===== config.mk =====
export PLATFORM = sky130hd
export DESIGN_NAME = mc_main_fsm_flat
export DESIGN_NICKNAME = d
export VERILOG_FILES = /design/src/rtl/mc_main_fsm_pkg.sv /design/src/rtl/mc_main_fsm_if.sv /design/src/rtl/mc_main_fsm_retire_counter.sv /design/src/rtl/mc_main_fsm.sv /design/src/flat_wrapper.sv
export SDC_FILE = /design/constraint.sdc
export NUM_CORES = 1
export LEC_CHECK = 0
export BUFFER_PORTS_ARGS = -buffer_cell sky130_fd_sc_hd__buf_2
export CAP_MARGIN = 40
export CORE_UTILIZATION = 57
export DETAILED_ROUTE_END_ITERATION = 8
export PLACE_DENSITY = 0.84
export SLEW_MARGIN = 20
export SYNTH_ARGS = -nofsm -noshare
export SYNTH_HDL_FRONTEND = slang
export SYNTH_SLANG_ARGS = --single-unit
export TNS_END_PERCENT = 20

===== constraint.sdc =====
create_clock -name clk -period 3.7 [get_ports clk]
set_clock_uncertainty 0.05 [all_clocks]
set_input_delay 0.37 -clock clk [delete_from_list [all_inputs] [get_ports clk]]
set_output_delay 0.37 -clock clk [all_outputs]
set_load 0.02 [all_outputs]

===== src/rtl/mc_main_fsm_pkg.sv =====
// Shared encodings for the multicycle ARM main controller: states, datapath mux selects
// and the per-state control word decode.
package mc_pkg;

    typedef enum logic [3:0] {
        FETCH  = 4'd0,
        DECODE = 4'd1,
        MEMADR = 4'd2,
        MEMRD  = 4'd3,
        MEMWB  = 4'd4,
        MEMWR  = 4'd5,
        EXECR  = 4'd6,
        EXECI  = 4'd7,
        ALUWB  = 4'd8,
        BRANCH = 4'd9,
        MULEX  = 4'd10,
        FPUEX  = 4'd11,
        FPUWB  = 4'd12
    } state_t;

    localparam logic [1:0] RES_ALUOUT    = 2'b00;
    localparam logic [1:0] RES_DATA      = 2'b01;
    localparam logic [1:0] RES_ALURESULT = 2'b10;
    localparam logic [1:0] RES_FPUOUT    = 2'b11;

    localparam logic [1:0] SRCA_A  = 2'b00;
    localparam logic [1:0] SRCA_PC = 2'b01;

    localparam logic [1:0] SRCB_WD   = 2'b00;
    localparam logic [1:0] SRCB_IMM  = 2'b01;
    localparam logic [1:0] SRCB_FOUR = 2'b10;

    typedef struct packed {
        logic       ir_write;
        logic       next_pc;
        logic       reg_w;
        logic       mem_w;
        logic       branch;
        logic       adr_src;
        logic [1:0] alu_src_a;
        logic [1:0] alu_src_b;
        logic [1:0] result_src;
        logic       alu_op;
    } ctrl_t;

    // Ungated control word for a state; unused encodings decode to all-zero.
    function automatic ctrl_t decode_ctrl(state_t s);
        ctrl_t c;
        c = '0;
        case (s)
            FETCH: begin
                c.ir_write   = 1'b1;
                c.next_pc    = 1'b1;
                c.alu_src_a  = SRCA_PC;
                c.alu_src_b  = SRCB_FOUR;
                c.result_src = RES_ALURESULT;
            end
            DECODE: begin
                c.alu_src_a  = SRCA_PC;
                c.alu_src_b  = SRCB_FOUR;
                c.result_src = RES_ALURESULT;
            end
            MEMADR: c.alu_src_b = SRCB_IMM;
            MEMRD: begin
                c.adr_src    = 1'b1;
                c.result_src = RES_ALUOUT;
            end
            MEMWB: begin
                c.result_src = RES_DATA;
                c.reg_w      = 1'b1;
            end
            MEMWR: begin
                c.adr_src    = 1'b1;
                c.result_src = RES_ALUOUT;
                c.mem_w      = 1'b1;
            end
            EXECR: begin
                c.alu_src_b = SRCB_WD;
                c.alu_op    = 1'b1;
            end
            EXECI: begin
                c.alu_src_b = SRCB_IMM;
                c.alu_op    = 1'b1;
            end
            ALUWB: begin
                c.result_src = RES_ALUOUT;
                c.reg_w      = 1'b1;
            end
            BRANCH: begin
                c.alu_src_b  = SRCB_IMM;
                c.result_src = RES_ALURESULT;
                c.branch     = 1'b1;
            end
            MULEX: begin
                c.alu_src_b  = SRCB_WD;
                c.alu_op     = 1'b1;
                c.result_src = RES_ALURESULT;
                c.reg_w      = 1'b1;
            end
            FPUEX: begin
                c.alu_src_a = SRCA_A;
                c.alu_src_b = SRCB_WD;
            end
            FPUWB: begin
                c.result_src = RES_FPUOUT;
                c.reg_w      = 1'b1;
            end
            default: c = '0;
        endcase
        return c;
    endfunction

endpackage


===== src/rtl/mc_main_fsm_if.sv =====
// Instruction fields, memory handshake and control outputs between the main FSM (master)
// and the datapath (slave).
interface mc_main_fsm_if #(parameter int CNT_W = 32);
    logic [1:0]       Op;
    logic [5:0]       Funct;
    logic             IsMul;
    logic             MemReady;
    logic             IRWrite;
    logic             NextPC;
    logic             RegW;
    logic             MemW;
    logic             Branch;
    logic             AdrSrc;
    logic [1:0]       ALUSrcA;
    logic [1:0]       ALUSrcB;
    logic [1:0]       ResultSrc;
    logic             ALUOp;
    logic [CNT_W-1:0] RetireCnt;

    modport master (
        input  Op, Funct, IsMul, MemReady,
        output IRWrite, NextPC, RegW, MemW, Branch, AdrSrc,
               ALUSrcA, ALUSrcB, ResultSrc, ALUOp, RetireCnt
    );

    modport slave (
        output Op, Funct, IsMul, MemReady,
        input  IRWrite, NextPC, RegW, MemW, Branch, AdrSrc,
               ALUSrcA, ALUSrcB, ResultSrc, ALUOp, RetireCnt
    );
endinterface


===== src/rtl/mc_main_fsm_retire_counter.sv =====
// Free-running retired-instruction counter; wraps silently at 2^CNT_W.
module retire_counter #(
    parameter int CNT_W = 32
) (
    input  logic             clk,
    input  logic             clr_b,
    input  logic             en,
    output logic [CNT_W-1:0] cnt
);

    always_ff @(posedge clk) begin
        if (!clr_b) begin
            cnt <= '0;
        end else if (en) begin
            cnt <= cnt + 1'b1;
        end
    end

endmodule


===== src/rtl/mc_main_fsm.sv =====
// Main control FSM of the multicycle ARM core: sequences fetch/decode/execute/writeback
// and drives datapath selects and write strobes.
//
//   state  | meaning
//   FETCH  | read instruction at PC, PC+4; waits on MemReady
//   DECODE | read registers, precompute PC+8
//   MEMADR | compute load/store address
//   MEMRD  | load data read; waits on MemReady
//   MEMWB  | write loaded data to register file
//   MEMWR  | store data write; waits on MemReady
//   EXECR  | ALU op, register operand
//   EXECI  | ALU op, immediate operand
//   ALUWB  | write ALU result
//   BRANCH | branch target to PC
//   MULEX  | single-cycle multiply with writeback
//   FPUEX  | FPU op, result captured at the edge
//   FPUWB  | write FPU result
module mc_main_fsm
    import mc_pkg::*;
#(
    parameter int CNT_W = 32
) (
    input  logic            clk,
    input  logic            reset,
    mc_main_fsm_if.master   bus
);

    state_t state;
    state_t nxt;
    ctrl_t  ctrl;
    logic   retire_en;

    always_comb begin
        nxt = FETCH;
        case (state)
            FETCH:  nxt = bus.MemReady ? DECODE : FETCH;
            DECODE: begin
                case (bus.Op)
                    2'b00: begin
                        if (bus.IsMul)         nxt = MULEX;
                        else if (bus.Funct[5]) nxt = EXECI;
                        else                   nxt = EXECR;
                    end
                    2'b01:   nxt = MEMADR;
                    2'b10:   nxt = BRANCH;
                    default: nxt = FPUEX;
                endcase
            end
            MEMADR: nxt = bus.Funct[0] ? MEMRD : MEMWR;
            MEMRD:  nxt = bus.MemReady ? MEMWB : MEMRD;
            MEMWB:  nxt = FETCH;
            MEMWR:  nxt = bus.MemReady ? FETCH : MEMWR;
            EXECR:  nxt = ALUWB;
            EXECI:  nxt = ALUWB;
            ALUWB:  nxt = FETCH;
            BRANCH: nxt = FETCH;
            MULEX:  nxt = FETCH;
            FPUEX:  nxt = FPUWB;
            FPUWB:  nxt = FETCH;
            default: nxt = FETCH;
        endcase
    end

    // Control word is registered alongside the state so outputs come straight from flops.
    always_ff @(posedge clk) begin
        if (!reset) begin
            state <= FETCH;
            ctrl  <= decode_ctrl(FETCH);
        end else begin
            state <= nxt;
            ctrl  <= decode_ctrl(nxt);
        end
    end

    assign retire_en = reset && (state != FETCH) && (nxt == FETCH);

    retire_counter #(.CNT_W(CNT_W)) u_retire (
        .clk   (clk),
        .clr_b (reset),
        .en    (retire_en),
        .cnt   (bus.RetireCnt)
    );

    // Only FETCH and MEMWR raise IRWrite/NextPC/MemW, so MemReady gating applies uniformly.
    assign bus.IRWrite   = reset & ctrl.ir_write & bus.MemReady;
    assign bus.NextPC    = reset & ctrl.next_pc  & bus.MemReady;
    assign bus.MemW      = reset & ctrl.mem_w    & bus.MemReady;
    assign bus.RegW      = reset & ctrl.reg_w;
    assign bus.Branch    = reset & ctrl.branch;
    assign bus.AdrSrc    = ctrl.adr_src;
    assign bus.ALUSrcA   = ctrl.alu_src_a;
    assign bus.ALUSrcB   = ctrl.alu_src_b;
    assign bus.ResultSrc = ctrl.result_src;
    assign bus.ALUOp     = ctrl.alu_op;

endmodule


===== src/flat_wrapper.sv =====
// flat-port wrapper written by rule: the top's interface ports become plain ports
module mc_main_fsm_flat import mc_pkg::*;
#(
    parameter int CNT_W = 32
)
  (clk, reset, bus_Op, bus_Funct, bus_IsMul, bus_MemReady, bus_IRWrite, bus_NextPC, bus_RegW, bus_MemW, bus_Branch, bus_AdrSrc, bus_ALUSrcA, bus_ALUSrcB, bus_ResultSrc, bus_ALUOp, bus_RetireCnt);
  mc_main_fsm_if #(.CNT_W(CNT_W)) bus_i ();
  input  logic clk;
  input  logic reset;
  input wire logic [$bits(bus_i.Op)-1:0] bus_Op;
  input wire logic [$bits(bus_i.Funct)-1:0] bus_Funct;
  input wire logic [$bits(bus_i.IsMul)-1:0] bus_IsMul;
  input wire logic [$bits(bus_i.MemReady)-1:0] bus_MemReady;
  output wire logic [$bits(bus_i.IRWrite)-1:0] bus_IRWrite;
  output wire logic [$bits(bus_i.NextPC)-1:0] bus_NextPC;
  output wire logic [$bits(bus_i.RegW)-1:0] bus_RegW;
  output wire logic [$bits(bus_i.MemW)-1:0] bus_MemW;
  output wire logic [$bits(bus_i.Branch)-1:0] bus_Branch;
  output wire logic [$bits(bus_i.AdrSrc)-1:0] bus_AdrSrc;
  output wire logic [$bits(bus_i.ALUSrcA)-1:0] bus_ALUSrcA;
  output wire logic [$bits(bus_i.ALUSrcB)-1:0] bus_ALUSrcB;
  output wire logic [$bits(bus_i.ResultSrc)-1:0] bus_ResultSrc;
  output wire logic [$bits(bus_i.ALUOp)-1:0] bus_ALUOp;
  output wire logic [$bits(bus_i.RetireCnt)-1:0] bus_RetireCnt;
  assign bus_i.Op = bus_Op;
  assign bus_i.Funct = bus_Funct;
  assign bus_i.IsMul = bus_IsMul;
  assign bus_i.MemReady = bus_MemReady;
  assign bus_IRWrite = bus_i.IRWrite;
  assign bus_NextPC = bus_i.NextPC;
  assign bus_RegW = bus_i.RegW;
  assign bus_MemW = bus_i.MemW;
  assign bus_Branch = bus_i.Branch;
  assign bus_AdrSrc = bus_i.AdrSrc;
  assign bus_ALUSrcA = bus_i.ALUSrcA;
  assign bus_ALUSrcB = bus_i.ALUSrcB;
  assign bus_ResultSrc = bus_i.ResultSrc;
  assign bus_ALUOp = bus_i.ALUOp;
  assign bus_RetireCnt = bus_i.RetireCnt;
  mc_main_fsm #(.CNT_W(CNT_W)) u_core (.clk(clk), .reset(reset), .bus(bus_i));
endmodule

Yosys cells after proc, flatten, opt, wreduce, memory -nomap -nowiden. Index checks and enable logic that the tools add are counted.

Bits in registers: 49. Input bits: 12. Output and inout bits: 45. Logic and storage cells: 71.

Reductions and logical operators: 13. Add/subtract/negate cells: 1. Eq/ne operators: 20. Bitwise operators: 8. Mux-type cells: 17.

Operators with widths (count): $add 32x1->32 const B (1); $eq 4x3->1 const B (7); $pmux 4 s7 (1); $eq 4x4->1 const B (5); $eq 4x2->1 const B (4); $pmux 4 s3 (1); $mux 3 (3); $and 1x1->1 (8); $eq 4x1->1 const B (2); $logic_not 4->1 (2); $mux 1 (8); $reduce_or 4->1 (2); $pmux 2 s3 (1); $reduce_or 2->1 (3); $reduce_or 3->1 (2); $mux 4 (1); $pmux 2 s2 (1); $reduce_bool 4->1 (1); $eq 2x1->1 const B (1); $eq 2x2->1 const B (1); $logic_and 1x1->1 (2); $logic_not 2->1 (1); $mux 2 (1).

Depth between registers and ports, before layout.
Depth in word-level cells: 7. Gate-level depth with buffers: 8. Gate-level depth less buffers: 7.

Hierarchy. Synthesis repeated with hierarchy kept, for this count alone.

Cells, all modules: 272. Area total of the unflattened synthesis: 2358.5 µm².

By module, submodules not included: retire_counter (sequential area each 640.6 µm², area each 1562.7 µm², times used 1, cells each 176); mc_main_fsm (sequential area each 280.3 µm², area each 795.8 µm², times used 1, cells each 96).

Worst setup path before layout. No wires, ideal clock.

Path kind: register to register. Start: reg u_core.u_retire.cnt[14]. End: reg u_core.u_retire.cnt[31]. Required time: 3580 ps. Path slack: 1433 ps. Setup time: 70 ps. Arrival time: 2147 ps. Period minus slack after synthesis: 2267 ps. Buffers on the path: 0. Stages on the path, launching flop included: 7. Path through: dfxtp_1 nand4_4 nor4_4 nand4_1 or4_4 or3_1 a21boi_1.

Word-level cells in the longest chain between the ends: 1.

Ends and longest elaborated chain: start: declaration (line mc_main_fsm_retire_counter.sv:8) `output logic [CNT_W-1:0] cnt`; start signal: assignment (line mc_main_fsm_retire_counter.sv:15) `cnt <= cnt + 1'b1;`; $add 32x1->32 (line mc_main_fsm_retire_counter.sv:15).

Every way passes these cells. A chain may end at the register's enable or synchronous reset.

Worst setup path after layout.
Start: reg u_core.state[2]. End: reg u_core.u_retire.cnt[19].

Word-level cells in the longest chain between the ends: 5. Elaborated cells between the ends (all ways): 14. Those cells by class: 7 x eq/ne; 1 x mux; 6 x reduce/logical.

Ends and longest elaborated chain: start: declaration (line mc_main_fsm.sv:28) `state_t state;`; start signal: assignment (line mc_main_fsm.sv:70) `state <= nxt;`; $eq 4x3->1 (line mc_main_fsm.sv:35) `case (state)`; $reduce_or 2->1 (no source line); $pmux 4 s7 (line mc_main_fsm.sv:35); $logic_not 4->1 (line mc_main_fsm.sv:75) `assign retire_en = reset && (state != FETCH) && (nxt == FETCH);`; $logic_and 1x1->1 * (line mc_main_fsm.sv:75).

Every way passes the cells marked *; elsewhere a longest branch is shown, timed or not.

==> impl_metrics.csv <==
group,metric,value,unit
timing,worst_slack,1.042,ns
synth,yosysTopAreaCell,"dfxtp_1",
detailed_routing,vias,2073,
worst_setup_path,worst_setup_path_end_kind,"flip-flop",
synth,ys_ff_latch,46,
timing,fmaxAchievable,376.2,MHz
synth,ys_seq_area_share,38.86,%
power,sw_frac_of_total,27.58,%
detailed_routing,route.met2.wl,2239,um
placed_design,placed_cells_incl_taps,361,
clock_tree,cts.sinks,46,
final_layout,fin_nets,331,
worst_setup_path,ff2ff_path_depth,7,
power,p_comb_share,15.0,%
clock_tree,cts-htree-levels,2,
final_layout,final_cell_count_no_fill,369,
detailed_routing,wire_per_inst,13.22,um
hold_path,holdPathStages,3,
floorplanning,rows,23,
worst_setup_path,worstPathRequired,3.84,ns
worst_setup_path,worstSetupStartpoint,"u_core.state[2]$_SDFF_PN0_",
timing,layout_min_cycle_time,2.658,ns
floorplanning,die_area,0.004420,sq mm
placed_design,place_area,0.002601,sq mm
timing,hold_viol_final,0,
power,ir_worst_vdd,0.2727,mV
worst_setup_path,worstReg2RegStart,"u_core.state[2]$_SDFF_PN0_",
detailed_routing,wl_met3,268,um
synth,synth.distinct_cells,49,
detailed_routing,drtAntennaViolNets,0,
grt,grt_antenna_before_repair,0,
hold_path,min_to,"u_core.bus.ALUSrcB[0]$_SDFF_PN0_",
timing,relSlewSlack,50.30,%
final_layout,area_growth,13.62,%
detailed_routing,via_per_inst,5.618,
synth,synth.top_cells.by_count,"46 x dfxtp_1, 32 x nand2_1, 26 x and2_1, 17 x nand3_1, 16 x xor2_1",
placed_design,dp_slack,1.088,ns
timing,report.final.slew_viol_count,0,
floorplanning,dieWidth,66.48,um
grt,track_usage,24.68,%
worst_setup_path,worstSetupStartpointType,"flip-flop",
synth,syn_area,0.002370,sq mm
final_layout,num-fill-cells,347,
floorplanning,io_pins,57,
grt,grt_max_degree,51,
hold_path,min_path_type,"in -> reg",
synth,avgSynthCellArea,8.524,sq um
detailed_routing,drt-total-wl,4880,um
synth,netlist_top_cells_area,"dfxtp_1 39%, and2_1 6.9%, xor2_1 5.9%",
timing,grt_setup_unrepaired,"false",
detailed_routing,initialDrtViolationCount,126,
worst_setup_path,crit_fanout,14,
final_layout,drive_gt1_share,21.00,%
floorplanning,coreArea,0.004000,sq mm
power,p_per_area,364.3,mW/mm^2
clock_tree,numCtsBuffers,5,
worst_setup_path,worstPathArrival,2.80,ns
synth,yosysWarnings,0,
final_layout,antenna_cells,0,
power,p_clk_share,31.6,%
clock_tree,clk_latency,0.30,ns
synth,ys.flop_type,"dfxtp_1",
detailed_routing,dr.pass1.iters,4,
timing,tightest_slew,0.7410,ns
final_layout,register_area,920.9,sq um
floorplanning,start_util,59.24,%
worst_setup_path,r2r_slack,1.04,ns
synth,synth_nets,291,
hold_path,hold_path.startpoint,"bus_Funct[5]",
clock_tree,post-cts-setup-buffers,0,
detailed_routing,wl_met1,2324,um
placed_design,io_buffer_count,51,
synth,yosysTopAreaCellShare,38.86,%
synth,yosysMostFrequentCell,"dfxtp_1",
placed_design,gp_congestion,0.9269,
power,cellLeakagePower,1.325,nW
run_status,run_status,"complete, no violations",
placed_design,dpl.hpwl,3417,um
grt,grt_overflow,0,
floorplanning,die_h,66.48,um
timing,hold_slack,0.3018,ns
flow_run,drv_cap,0,
worst_setup_path,crit_type,"reg -> reg",
clock_tree,cts_hold_buf,0,
synth,synth_edf_count,0,
final_layout,design_area,0.002693,sq mm
worst_setup_path,r2r_end,"u_core.u_retire.cnt[19]$_SDFFE_PN0P_",
power,p_sw,0.0002705,W
clock_tree,clockBufferDepth,2,
detailed_routing,top_layer_used,"met4",
detailed_routing,remaining_drc_errors,0,
synth,ys_async_sr_fraction,0,%
grt,grt_pass1_vias,1831,
clock_tree,clk_pin_slew,0.08,ns
grt,grt_pass1_wl,8383,um
power,intPower,0.0007103,W
timing,setup_viol,0,
clock_tree,cts_resized,0,
synth,syn_inst,278,
final_layout,multi_input_area,0.001310,sq mm
timing,tns,0,ns
clock_tree,cts_tree,"yes",
power,seqPwrFrac,53.5,%
clock_tree,cts-root-buf,"clkbuf_8",
timing,fin_crit_sh,71.84,%
[worst max-delay path by stage]
stage	end	slack, ns	cells after the start
global route	u_core.u_retire.cnt[23]$_SDFFE_PN0P_	0.87	7
detailed placement	u_core.u_retire.cnt[19]$_SDFFE_PN0P_	1.09	7
global placement	u_core.u_retire.cnt[21]$_SDFFE_PN0P_	1.16	8
floorplan	u_core.u_retire.cnt[31]$_SDFFE_PN0P_	1.43	6
finish	u_core.u_retire.cnt[19]$_SDFFE_PN0P_	1.04	7
CTS	u_core.u_retire.cnt[21]$_SDFFE_PN0P_	1.07	7
[power groups by stage]
stage	sequential [W]	clock, W	combinational, W
finish	0.000524	0.000310	0.000147
global placement	0.000536	0	0.000142
CTS	0.000524	0.000318	0.000146
detailed placement	0.000536	0	0.000145
floorplan	0.000530	0	0.000120
global route	0.000527	0.000343	0.000162
[worst max-delay path, stage by stage, from the launching register on]
cell       delay, ns
dfxtp_1         0.50
and3b_1         0.23
o21ai_2         0.20
o2111ai_1       0.38
buf_4           0.33
nor3_1          0.55
nand3_1         0.18
mux2i_1         0.14
[per-stage QoR]
stage	total power, W	utilization, %
2_1_floorplan	0.0006497	-
3_3_place_gp	0.0006781	65.03
3_5_place_dp	0.0006808	65.03
4_1_cts	0.0009882	67.31
5_1_grt	0.001032	67.31
6_report	0.0009808	67.31
[flip-flops by register name, summed over array words and instances, names as in the netlist]
name and count:
u_core.bus.ALUOp 1, u_core.state 4, u_core.bus.ResultSrc 2, u_core.bus.AdrSrc 1, u_core.u_retire.cnt 32, u_core.bus.ALUSrcB 2
u_core.ctrl 4
[per-layer routing]
layer | vias up | GRT usage, %
li1 | 1038 | -
met1 | 974 | 34.04
met2 | 54 | 36.86
met3 | 7 | 7.192
met4 | 0 | 7.713
met5 | - | 0
[cell families after synthesis]
kind of cell	count (synthesis)	synth area share [%]
AND/OR/NAND/NOR	143	35.06
flip-flops	46	38.86
buffers and inverters	29	5.860
AO/OA/AOI/OAI	28	7.868
XOR/XNOR	19	7.022
multiplexers	11	4.646
adder cells (fa/ha/maj)	1	0.5279
other	1	0.1582
[area by class of cell]
| type | instances | share of cell area [%] |
|---|---|---|
| clock buffers | 7 | 3.206 |
| clock inverters | 1 | 0.1859 |
| inverters | 8 | 1.115 |
| multi-input cells | 203 | 48.65 |
| flip-flops and latches | 46 | 34.20 |
| well taps | 50 | 2.323 |
| repair buffers | 54 | 10.32 |
[cells in the final DEF, fill, tap and decap left out, drive strengths merged, types with 2 or more instances in the layout]
| master | instances |
|---|---|
| xor2 | 16 |
| a21oi | 4 |
| nand2 | 32 |
| nor2 | 10 |
| nand2b | 5 |
| nand4 | 7 |
| and2 | 26 |
| nor3 | 6 |
| inv | 8 |
| or4 | 2 |
| nand3 | 17 |
| mux2i | 11 |
| and3b | 2 |
| o21ai | 10 |
| and3 | 5 |
| clkbuf | 7 |
| buf | 54 |
| nor2b | 4 |
| a21boi | 4 |
| dfxtp | 46 |
| nor4 | 14 |
| nor4b | 6 |
| xnor2 | 3 |
| nor3b | 3 |
(Power assumes the default switching activity.)
